File: src/rtl/p_mac_accum.sv
// Streaming signed multiply-accumulate: NUM (x, w) pairs per frame in, one
// saturated weighted sum per frame out, valid/ready on both sides.

package p_mac_pkg;
    typedef enum logic [1:0] {
        DT_BOOL = 2'd0,
        DT_INT  = 2'd1,
        DT_FXP  = 2'd2,
        DT_FP   = 2'd3
    } dtype_e;

    typedef struct packed {
        dtype_e     dtype;
        logic [7:0] prec;
    } dconf_t;
endpackage

`ifndef DEF_DCONF
`define DEF_DCONF '{dtype: p_mac_pkg::DT_INT, prec: 8'd16}
`endif

module p_mac_accum #(
    parameter int               NUM      = 4,
    parameter p_mac_pkg::dconf_t I_CONF  = `DEF_DCONF,
    parameter p_mac_pkg::dconf_t W_CONF  = `DEF_DCONF,
    parameter p_mac_pkg::dconf_t O_CONF  = `DEF_DCONF,
    parameter int               ACC_PREC = int'(I_CONF.prec) + int'(W_CONF.prec) + $clog2(NUM)
) (
    input  logic                             clk,
    input  logic                             reset,
    input  logic                             in_valid,
    output logic                             in_ready,
    input  logic [int'(I_CONF.prec)-1:0]     in_x,
    input  logic [int'(W_CONF.prec)-1:0]     in_w,
    output logic                             out_valid,
    input  logic                             out_ready,
    output logic [int'(O_CONF.prec)-1:0]     out,
    output logic                             ovf
);
    localparam int I_PREC = int'(I_CONF.prec);
    localparam int W_PREC = int'(W_CONF.prec);
    localparam int O_PREC = int'(O_CONF.prec);
    localparam int CNT_W  = $clog2(NUM + 1);

    // INT and FXP share raw two's-complement arithmetic; other formats stall.
    localparam bit I_OK      = (I_CONF.dtype == p_mac_pkg::DT_INT) || (I_CONF.dtype == p_mac_pkg::DT_FXP);
    localparam bit W_OK      = (W_CONF.dtype == p_mac_pkg::DT_INT) || (W_CONF.dtype == p_mac_pkg::DT_FXP);
    localparam bit O_OK      = (O_CONF.dtype == p_mac_pkg::DT_INT) || (O_CONF.dtype == p_mac_pkg::DT_FXP);
    localparam bit SUPPORTED = I_OK && W_OK && O_OK;

    localparam logic [1:0] ST_IDLE = 2'd0;
    localparam logic [1:0] ST_ACC  = 2'd1;
    localparam logic [1:0] ST_DONE = 2'd2;

    localparam logic signed [ACC_PREC-1:0] SAT_MAX =
        {{(ACC_PREC - O_PREC + 1){1'b0}}, {(O_PREC - 1){1'b1}}};
    localparam logic signed [ACC_PREC-1:0] SAT_MIN =
        {{(ACC_PREC - O_PREC + 1){1'b1}}, {(O_PREC - 1){1'b0}}};

    logic [1:0]                 state_reg;
    logic [CNT_W-1:0]           cnt_reg;
    logic signed [ACC_PREC-1:0] acc_reg;
    logic                       out_valid_reg;
    logic [O_PREC-1:0]          out_reg;
    logic                       ovf_reg;

    logic                       accept;
    logic                       xfer;
    logic                       last_pair;
    logic signed [ACC_PREC-1:0] x_ext;
    logic signed [ACC_PREC-1:0] w_ext;
    logic signed [ACC_PREC-1:0] prod;
    logic signed [ACC_PREC-1:0] sum_next;
    logic [O_PREC-1:0]          out_next;
    logic                       ovf_next;

    generate
        if (SUPPORTED) begin : g_ready
            assign in_ready = !out_valid_reg || out_ready;
        end else begin : g_stall
            assign in_ready = 1'b0;
        end
    endgenerate

    assign accept    = in_valid && in_ready;
    assign xfer      = out_valid_reg && out_ready;
    assign last_pair = (state_reg == ST_ACC) && (cnt_reg == CNT_W'(NUM - 1));

    // Both operands widened to the accumulator width; the low ACC_PREC bits
    // of the product equal the exact I+W bit product, sign-extended.
    assign x_ext = ACC_PREC'($signed(in_x));
    assign w_ext = ACC_PREC'($signed(in_w));
    assign prod  = x_ext * w_ext;

    // The first pair of a frame loads rather than adds, including the pair
    // accepted in the same cycle the previous sum transfers out.
    assign sum_next = ((state_reg == ST_ACC) ? acc_reg : '0) + prod;

    always_comb begin
        out_next = sum_next[O_PREC-1:0];
        ovf_next = 1'b0;
        if (sum_next > SAT_MAX) begin
            out_next = SAT_MAX[O_PREC-1:0];
            ovf_next = 1'b1;
        end else if (sum_next < SAT_MIN) begin
            out_next = SAT_MIN[O_PREC-1:0];
            ovf_next = 1'b1;
        end
    end

    always_ff @(posedge clk) begin
        if (reset) begin
            state_reg     <= ST_IDLE;
            cnt_reg       <= '0;
            acc_reg       <= '0;
            out_valid_reg <= 1'b0;
            out_reg       <= '0;
            ovf_reg       <= 1'b0;
        end else begin
            case (state_reg)
                ST_IDLE: begin
                    if (accept) begin
                        acc_reg   <= sum_next;
                        cnt_reg   <= CNT_W'(1);
                        state_reg <= ST_ACC;
                    end
                end
                ST_ACC: begin
                    if (accept) begin
                        if (last_pair) begin
                            out_reg       <= out_next;
                            ovf_reg       <= ovf_next;
                            out_valid_reg <= 1'b1;
                            acc_reg       <= '0;
                            cnt_reg       <= '0;
                            state_reg     <= ST_DONE;
                        end else begin
                            acc_reg <= sum_next;
                            cnt_reg <= cnt_reg + CNT_W'(1);
                        end
                    end
                end
                ST_DONE: begin
                    if (xfer) begin
                        out_valid_reg <= 1'b0;
                        if (accept) begin
                            acc_reg   <= sum_next;
                            cnt_reg   <= CNT_W'(1);
                            state_reg <= ST_ACC;
                        end else begin
                            state_reg <= ST_IDLE;
                        end
                    end
                end
                default: begin
                    state_reg     <= ST_IDLE;
                    cnt_reg       <= '0;
                    acc_reg       <= '0;
                    out_valid_reg <= 1'b0;
                end
            endcase
        end
    end

    assign out_valid = out_valid_reg;
    assign out       = out_reg;
    assign ovf       = ovf_reg;

endmodule

File: config.mk
export PLATFORM = sky130hd
export DESIGN_NAME = p_mac_accum
export DESIGN_NICKNAME = d
export VERILOG_FILES = /design/src/rtl/p_mac_accum.sv
export SDC_FILE = /design/constraint.sdc
export NUM_CORES = 1
export LEC_CHECK = 0
export ABC_AREA = 0
export BUFFER_PORTS_ARGS = -buffer_cell sky130_fd_sc_hd__buf_2
export CAP_MARGIN = 15
export CELL_PAD_IN_SITES_DETAIL_PLACEMENT = 0
export CELL_PAD_IN_SITES_GLOBAL_PLACEMENT = 1
export CORE_MARGIN = 5
export CORE_UTILIZATION = 50
export CTS_CLUSTER_DIAMETER = 40
export DETAILED_ROUTE_END_ITERATION = 8
export GPL_TIMING_DRIVEN = 0
export PLACE_DENSITY = 0.84
export REMOVE_ABC_BUFFERS = 1
export SYNTH_ARGS = -nofsm -noshare
export SYNTH_HDL_FRONTEND = slang
export SYNTH_SLANG_ARGS = --single-unit
File: constraint.sdc
create_clock -name clk -period 13.85 [get_ports clk]
set_input_delay 2.77 -clock clk [delete_from_list [all_inputs] [get_ports clk]]
set_output_delay 2.77 -clock clk [all_outputs]
set_load 0.02 [all_outputs]
==> impl_metrics.json <==
{
  "grt_pass1_vias": 11670,
  "worstSetupPathType": "input pin to flip-flop",
  "crit_top_cell": "fa_1",
  "async_reset_ff_share_pct": 0,
  "rr_worst_depth": 18,
  "cts_resized": 0,
  "top_layer_used": "met4",
  "cts_setup_buffers": 0,
  "coreArea_um2": 27900,
  "rsz0062_at_grt": "false",
  "die_x_um": 179,
  "synthTopCellsByCount": "311 x inv_1, 263 x fa_1, 169 x nand2_1",
  "grt-ovfl-total": 0,
  "fin_nets": 2069,
  "via_per_inst": 5.36,
  "endpoint_kind": "flip-flop",
  "start_util_pct": 51.0,
  "synth_flop_cell": "dfxtp_1",
  "synth_area_per_cell_um2": 8.62,
  "max_slew.worst_pin.slew_ns": 1.10,
  "worstHoldPathCells": 2,
  "first_pass_iters": 6,
  "cts-hold-fix-buffers": 0,
  "row_count": 61,
  "synth_seq_cells": 57,
  "required_ns": 14.00,
  "grt_util_all_layers_pct": 21.8,
  "wire_per_inst_um": 15.7,
  "max_cap_violations": 0,
  "drt_iter0_markers": 578,
  "final_hold_viol_count": 0,
  "status": "finished, final reports clean",
  "synth.area.top_cells": "fa_1 37%, ha_1 10%, inv_1 8.2%",
  "syn_to_final_growth_pct": 6.13,
  "dr_wl_met2_mm": 15.5,
  "yosys.area.top_type_share_pct": 37.0,
  "die_y_um": 179,
  "ys_seq_area_share_pct": 8.01,
  "post-route-util_pct": 54.1,
  "fin_skew_ns": 0.00655,
  "netlist_area_um2": 14200,
  "start_kind": "input pin",
  "wl_mm": 32.1,
  "hold_path_class": "flip-flop to flip-flop",
  "grt_pass1_wl_mm": 57.3,
  "cp_slowest_cell": "fa_1",
  "dp.cells": 2021,
  "cts_root_buf": "clkbuf_16",
  "slew_viol_final": 0,
  "synth-edff-count": 0,
  "synth.most_common_cell": "inv_1",
  "cp_max_fo": 16,
  "layout-drive-gt1-share_pct": 6.51,
  "ios": 55,
  "fin_crit_sh_pct": 88.5,
  "grt_max_degree": 58,
  "ys_types": 69,
  "post-route-min-period_ns": 12.25,
  "largest_reg_flops": 34,
  "met1Wirelength_mm": 14.9,
  "worstSkewPairLatency_ns": 0.32,
  "wl_met3_mm": 1.47,
  "antenna_left": 0,
  "antenna_found_initial": 0,
  "numCtsBuffers": 9,
  "setup_viol": 0,
  "clk_pin_slew_ns": 0.05,
  "cts_tree": "built",
  "slowest_delay_ns": 0.76,
  "io_buffer_count": 54,
  "path_delay_family": "adder cells",
  "netlist_instances": 1653,
  "vias": 10915,
  "htree_levels": 3,
  "clock_path_buffers": 2,
  "antennaDiodeCount": 0,
  "yosys_warnings": 0,
  "drc": 0,
  "worstPathArrival_ns": 12.40,
  "numClockSinks": 57,
  "cp.depth": 35,
  "slew-limit-headroom_pct": 26.4,
  "hpwl_mm": 26.5,
  "gp_congestion": 0.869,
  "timing.fmax_mhz": 81.6,
  "yosysTopAreaCell": "fa_1",
  "dieArea_um2": 32000,
  "critPathBufInv": 6,
  "final.setup.tns_ns": 0,
  "stdcell_count": 2037
}
cell type report:
cell class                 instances  area, um2
clock inverter                     5       77.6
multi-input combinational       1219      11700
clock buffer                      11        253
inverter                         311       1170
fill                            2684      12800
sequential                        57       1140
timing repair buffer              56        318
tap                              378        473
routing by layer:
layer | vias to the layer above | track usage, %
met2 | 231 | 36.9
met5 | - | 0
met3 | 26 | 2.34
met1 | 5463 | 31.4
met4 | 0 | 2.24
li1 | 5195 | -
final timing paths:
path,slack (ns),from,to
setup reg to reg,8.45,state_reg[0]$_SDFFE_PP0P_,out[4]$_SDFFE_PP0P_
hold reg to reg,0.47,out[0]$_SDFFE_PP0P_,out[0]$_SDFFE_PP0P_
hold / removal,0.47,out[0]$_SDFFE_PP0P_,out[0]$_SDFFE_PP0P_
setup / recovery,1.60,in_w[1],out[4]$_SDFFE_PP0P_
worst min-delay path, stage by stage (launching register included):
cell,delay [ns]
dfxtp_1,0.32
nand2_1,0.05
a21oi_1,0.05
kinds of logic (layout without fill, tap and decap cells):
group | Yosys count | count (layout) | share of synthesized area, %
muxes | 1 | 1 | 0.0703
xor gates and xnor gates | 66 | 66 | 4.11
adders and majority gates | 379 | 379 | 47.2
AOI/OAI and AO/OA | 256 | 256 | 12.7
DFF | 57 | 57 | 8.01
buffers and inverters | 377 | 383 | 10.0
and+or+nand+nor | 517 | 517 | 17.9
cell usage in the layout, fill, tap and decap left out, types with 9 or more instances in the layout:
cell,Yosys,routed
inv_1,311,311
fa_1,263,263
nand2_1,169,169
and2_1,155,155
ha_1,116,116
nor2_1,100,100
a21oi_1,83,82
dfxtp_1,57,57
buf_2,2,54
xnor2_1,51,51
a21o_1,31,31
a22oi_1,26,26
nor3_1,22,22
o21ai_0,21,21
nand2b_1,14,14
xor2_1,14,14
nand3_1,12,12
nand4_1,11,11
o21bai_1,10,10
clkbuf_16,0,9
per-stage QoR:
stage	area [um2]	setup slack (ns)	hold WS [ns]
after floorplan	14000	2.71	0.446
after global placement	14700	1.37	0.449
after CTS	15100	1.61	0.469
after detailed placement	14800	1.32	0.457
final	15100	1.60	0.467
after global routing	15100	0.932	0.481
Power is left out: the tool's default activity adds up to more than one toggle a clock period on the data nets, which glitch-free logic cannot reach.
